`src/rtl/qpsk_seq_ctrl.sv`:
```
// Burst sequencer for a dual (I/Q) m-sequence QPSK chip generator.
// Latches generator config, issues a load strobe, then paces chips with a rate divider.
module qpsk_seq_ctrl #(
  parameter int DIV_W  = 8,
  parameter int LEN_W  = 16,
  parameter int PERIOD = 31
) (
  input  logic             CLK_50MHZ,
  input  logic             RST,
  input  logic             cfg_valid,
  output logic             cfg_ready,
  input  logic [4:0]       cfg_seed_i,
  input  logic [4:0]       cfg_seed_q,
  input  logic [4:0]       cfg_type_i,
  input  logic [4:0]       cfg_type_q,
  input  logic [DIV_W-1:0] cfg_div,
  input  logic [LEN_W-1:0] cfg_len,
  input  logic             start,
  input  logic             abort,
  output logic             gen_load,
  output logic [4:0]       gen_seed_i,
  output logic [4:0]       gen_seed_q,
  output logic [4:0]       gen_type_i,
  output logic [4:0]       gen_type_q,
  output logic             chip_en,
  output logic [LEN_W-1:0] chip_cnt,
  output logic             period_mark,
  output logic             busy,
  output logic             done
);

  localparam int PH_W = (PERIOD > 1) ? $clog2(PERIOD) : 1;

  typedef enum logic [2:0] {IDLE, ARMED, LOAD, RUN, DONE} state_t;

  state_t           state, state_nxt;
  logic [DIV_W-1:0] div_q, div_cnt;
  logic [LEN_W-1:0] len_q;
  logic [PH_W-1:0]  phase;
  logic             xfer, div_hit, last_chip;

  always_comb begin
    cfg_ready   = (state == IDLE) || (state == ARMED);
    xfer        = cfg_valid && cfg_ready;
    gen_load    = (state == LOAD);
    busy        = (state == LOAD) || (state == RUN);
    done        = (state == DONE);
    div_hit     = (div_cnt == div_q);
    // an abort cycle never issues a chip, even if the divider lands on it
    chip_en     = (state == RUN) && div_hit && !abort;
    period_mark = chip_en && (phase == PH_W'(PERIOD - 1));
    last_chip   = chip_en && (len_q != '0) && ((chip_cnt + LEN_W'(1)) == len_q);

    state_nxt = state;
    case (state)
      IDLE:    if (xfer) state_nxt = ARMED;
      ARMED:   if (start) state_nxt = LOAD;
      LOAD:    state_nxt = abort ? ARMED : RUN;
      RUN: begin
        if (abort)          state_nxt = ARMED;
        else if (last_chip) state_nxt = DONE;
      end
      DONE:    state_nxt = ARMED;
      default: state_nxt = IDLE;
    endcase
  end

  always_ff @(posedge CLK_50MHZ) begin
    if (RST) begin
      state      <= IDLE;
      gen_seed_i <= 5'b00001;
      gen_seed_q <= 5'b00001;
      gen_type_i <= '0;
      gen_type_q <= '0;
      div_q      <= '0;
      len_q      <= '0;
      div_cnt    <= '0;
      chip_cnt   <= '0;
      phase      <= '0;
    end else begin
      state <= state_nxt;
      if (xfer) begin
        // all-zero seed would lock the LFSR; substitute the minimal nonzero state
        gen_seed_i <= (cfg_seed_i == 5'b00000) ? 5'b00001 : cfg_seed_i;
        gen_seed_q <= (cfg_seed_q == 5'b00000) ? 5'b00001 : cfg_seed_q;
        gen_type_i <= cfg_type_i;
        gen_type_q <= cfg_type_q;
        div_q      <= cfg_div;
        len_q      <= cfg_len;
      end
      if (state == LOAD) begin
        div_cnt  <= '0;
        chip_cnt <= '0;
        phase    <= '0;
      end else if (state == RUN && !abort) begin
        div_cnt <= div_hit ? '0 : div_cnt + DIV_W'(1);
        if (chip_en) begin
          chip_cnt <= chip_cnt + LEN_W'(1);
          phase    <= (phase == PH_W'(PERIOD - 1)) ? '0 : phase + PH_W'(1);
        end
      end
    end
  end

endmodule

```
`config.mk`:
```
export PLATFORM = sky130hd
export DESIGN_NAME = qpsk_seq_ctrl
export DESIGN_NICKNAME = d
export VERILOG_FILES = /design/src/rtl/qpsk_seq_ctrl.sv
export SDC_FILE = /design/constraint.sdc
export NUM_CORES = 1
export LEC_CHECK = 0
export CORE_MARGIN = 8
export CORE_UTILIZATION = 49
export DETAILED_ROUTE_END_ITERATION = 10
export PLACE_DENSITY = 0.8
export SLEW_MARGIN = 10
export SYNTH_ARGS = -nofsm -noshare
export SYNTH_HDL_FRONTEND = slang
export SYNTH_SLANG_ARGS = --single-unit
```
`constraint.sdc`:
```
create_clock -name CLK_50MHZ -period 2.8 [get_ports CLK_50MHZ]
set_input_delay 0.56 -clock CLK_50MHZ [delete_from_list [all_inputs] [get_ports CLK_50MHZ]]
set_output_delay 0.56 -clock CLK_50MHZ [all_outputs]
set_load 0.02 [all_outputs]
```
### Yosys cells after proc, flatten, opt, wreduce, memory -nomap -nowiden

Cells that the tools add are included.

* bits in registers: 76
* input port bits: 49
* output and inout port bits: 42
* logic and storage cells: 50

* $add $sub $neg: 3
* eq/ne operators: 10
* multiplexer cells: 10
* reductions and logical operators: 17

Operator list (number)
* 16-bit by 1-bit adder with 16-bit output, second input constant: 1
* 16-bit == test: 1
* 16-bit nonzero test: 1
* 5-bit 2-to-1 mux: 3
* 3-bit case mux with 5 select lines: 1
* 3-bit 2-to-1 mux: 4
* 5-bit zero test: 2
* 8-bit by 1-bit adder with 8-bit output, second input constant: 1
* 8-bit == test: 1
* 8-bit 2-to-1 mux: 1
* 1-bit logical AND: 7
* 3-bit by 2-bit == test with 1-bit output, second input constant: 2
* 5-bit by 1-bit adder with 5-bit output, second input constant: 1
* 5-bit == test, second input constant: 1
* 2-bit inequality test, second input constant: 2
* 3-bit by 1-bit == test with 1-bit output, second input constant: 1
* 3-bit == test, second input constant: 1
* 3-bit zero test: 1
* 3-bit inequality test, second input constant: 1
* 3-bit AND reduction: 1
* 1-bit logical OR: 2
* 2-bit 2-to-1 mux: 1
* 2-bit AND reduction: 1
* 2-bit OR reduction: 1
* 1-bit zero test: 1

### Depth between registers and ports, before layout

* word-level depth: 8
* depth in mapped cells: 7

### Worst setup path after synthesis

OpenSTA, ideal clock, no wires.

* path type: input to output
* from: input abort
* to: output period_mark
* arrival: 2.087 ns
* setup slack: 0.153 ns
* stages: 5
* path through: and4bb_2 > buf_2 > nand3_1 > nor4_2 > and2_1

* cells in the longest elaborated chain, start to end: 3

RTL lines
* start, declared: RTL line 19 `input logic abort,`
* 1-bit zero test: RTL line 50 `chip_en = (state == RUN) && div_hit && !abort;`
* 1-bit logical AND: RTL line 50
* net chip_en: RTL line 25 `output logic chip_en,`
* 1-bit logical AND: RTL line 51 `period_mark = chip_en && (phase == PH_W'(PERIOD - 1));`
* end, declared: RTL line 27 `output logic period_mark,`

The timed path passes the listed nets, and every way through them passes these cells.

### Worst setup path in the final report

* from: input abort
* to: output chip_en

* cells in the longest elaborated chain, start to end: 2

RTL lines (RTL line)
* 1-bit zero test: 50
* 1-bit logical AND: 50
* end, declared: 25

Every way passes these cells.

==> out/qor.yml <==
status:
  status: "complete, no violations"
placement:
  globalplace.congestion: 0.851
  hpwlAfterDp_um: 7190
  post-place-ws_ps: -214
  dp_cells: 632
  io_buffers: 90
sta:
  drv_slew: 0
  hold_viol_final: 0
  min_period_ps: 2680
  rsz0062_at_grt: "false"
  max_freq_ghz: 0.373
  timing.final.crit_share: 0.959
  max_slew_margin: 0.597
  whs_ps: 455
  fin_skew_ps: 11.0
  finalWorstSetupSlack_ps: 116
  worstMarginPinSlew_ps: 603
  setup_viol: 0
detailed_routing:
  detail-route-antenna-nets: 0
  wire_per_inst_um: 14.9
  drt_iter0_drc: 137
  via_count: 3540
  wl_um: 9660
  drcViolationCount: 0
  dr.pass1.iters: 4
  via_per_inst: 5.46
logic_synthesis:
  ys_warn_count: 0
  avgSynthCellArea_um2: 7.98
  syn_nets: 513
  netlist_instances: 460
  yosysSeqAreaShare: 0.414
  ys_types: 54
  synth_area_um2: 3670
  synthTopCellsByArea: "dfxtp_1 (41%), nand2_1 (11%), a21oi_1 (7.8%), xnor2_1 (5.5%), xor2_1 (4.1%)"
  synth-main-ff-cell: "dfxtp_1"
  synth_seq_cells: 76
  synth_top_area_share: 0.414
  synth_edf_count: 0
  async_flop_share: 0
  synth_largest_area_cell: "dfxtp_1"
critical_path:
  worst_setup_path_end_kind: "output pin"
  start_kind: "primary input"
  path_max_fanout: 2
  path_class: "in -> out"
  worstPathRequired_ps: 2240
  worstPathArrival_ps: 2120
die:
  die_x_um: 103
  core_area_um2: 7250
  fp.dieArea_um2: 10500
  rows: 31
  start_util: 0.506
  die_h_um: 103
  pin_count: 91
clock_network:
  cts.path.max_buffers: 2
  ctsHoldBuffers: 0
  cts_tree: "done"
  htreeDepth: 3
  clkTransAtPathRegs_ps: 90
  root_buffer: "clkbuf_8"
  clkLatencyLatePin_ps: 350
  cts_num_sinks: 76
  cts_buffers: 9
cells_and_area:
  fin_cells: 648
  n_antenna_cell: 0
  fin_nets: 597
  drive_gt1_frac: 0.0692
  register_area_um2: 1520
  final_core_util: 0.666
  fill_cells: 623
  syn_to_final_growth_pct: 31.5
  multiInputGateArea_um2: 2000
power:
  leakagePower_uw: 0.00174
  powerDensity_nw_per_um2: 458
  peakVddDrop_mv: 0.337
run:
  maxCapViolCount: 0
global_routing:
  grt-ovfl-total: 0
  grt_pass1_wl_um: 16300
  antenna_found_initial: 0
  gr-usage-all-layers: 0.195
  first_global_vias: 3487
  grt_max_degree: 48
hold_path:
  timing.hold.worst.class: "reg -> reg"
stage by stage:
step | setup TNS [ps] | area [µm²] | total power, µW
final | 0 | 4830 | 2210
after global placement | -339 | 4650 | 1490
after CTS | 0 | 4830 | 2230
after global routing | 0 | 4830 | 2310
after detailed placement | -423 | 4650 | 1500
after floorplan | 0 | 3670 | 1340
kinds of logic after synthesis:
family                     Yosys count  share of synthesized area
DFF                                 76                      0.414
buffers and inverters               33                     0.0419
adders and majority gates            4                     0.0136
AOI/OAI and AO/OA                   86                      0.131
and+or+nand+nor                    219                      0.298
xor gates and xnor gates            40                     0.0954
muxes                                2                    0.00579
sequential cells by signal, summed over array words and instances, names as in the netlist:
signal and flops:
chip_cnt 16, len_q 16, div_cnt 8, div_q 8
gen_seed_i 5, gen_seed_q 5, gen_type_i 5, gen_type_q 5
phase 5, state 3
worst max-delay path, cell delays in order:
cell and delay [ps]:
clkdlybuf4s50_1 420, and4bb_2 310, nand3_1 110, nor4_4 220, buf_4 170, dlygate4sd2_1 330
per-layer routing:
layer  GRT usage  wire length [µm]  up-vias
li1            -                 -     1764
met3      0.0709               934       19
met1       0.227              3970     1627
met5           0                 0        -
met2       0.315              4570      130
met4      0.0813               178        0
synth_stat cells, drive strengths merged, types with 7 or more instances:
cell,number
nor3,16
dfxtp,76
xor2,17
nand2,103
nor4,9
nand3,11
buf,8
xnor2,23
clkbuf,19
nand4,8
nor2,26
o21ai,14
and4,7
a21oi,57
power breakdown:
part           total [µW]  switching [µW]  leakage (µW)  internal (µW)
combinational         313             153       0.00104            161
clock                 739             419     0.0000783            320
sequential           1160            34.2      0.000621           1120
total                2210             606       0.00174           1600
what timing repair did:
item                       CTS  global route
hold endpoints to repair     0             0
gates resized for setup      3             0
buffers inserted             0             0
setup endpoints to repair    2             0
cell usage in the layout, fill, tap and decap left out, types with 2 or more instances in the layout:
cell and instances:
ha_1 4, a21oi_1 57, nand2b_1 3, clkbuf_8 9
nor4_1 7, clkdlybuf4s50_1 88, xor2_1 17, inv_1 6
and2_1 3, nand2_1 103, and3_1 6, o2111ai_1 2
or4_1 3, dlygate4sd2_1 2, a211o_1 2, and4_1 5
buf_4 9, nor2_1 26, clkinvlp_4 3, or2_2 2
or3_1 5, o21ai_0 14, nor3_1 16, nand3b_1 3
nand4_1 8, and3b_1 2, and4_4 2, dfxtp_1 76
nand3_1 10, nor2b_1 3, xnor2_1 23, clkinv_2 2
final timing paths:
path                         startpoint                          to  slack [ps]  depth (start not counted)
max                               abort                     chip_en         120                          6
max reg2reg    chip_cnt[5]$_SDFFE_PP0P_       state[2]$_SDFFE_PP0P_         320                          6
min          gen_seed_i[2]$_SDFFE_PP0P_  gen_seed_i[2]$_SDFFE_PP0P_         460                          2
min reg2reg  gen_seed_i[2]$_SDFFE_PP0P_  gen_seed_i[2]$_SDFFE_PP0P_         460                          2
final cells by class:
cell class,count,share of cell area
Tap cell,99,0.0257
Clock buffer,10,0.0264
Sequential cell,76,0.315
Clock inverter,6,0.00855
Timing Repair Buffer,100,0.204
Inverter,6,0.00467
Multi-Input combinational cell,351,0.415
Power figures use the tool's default switching activity.
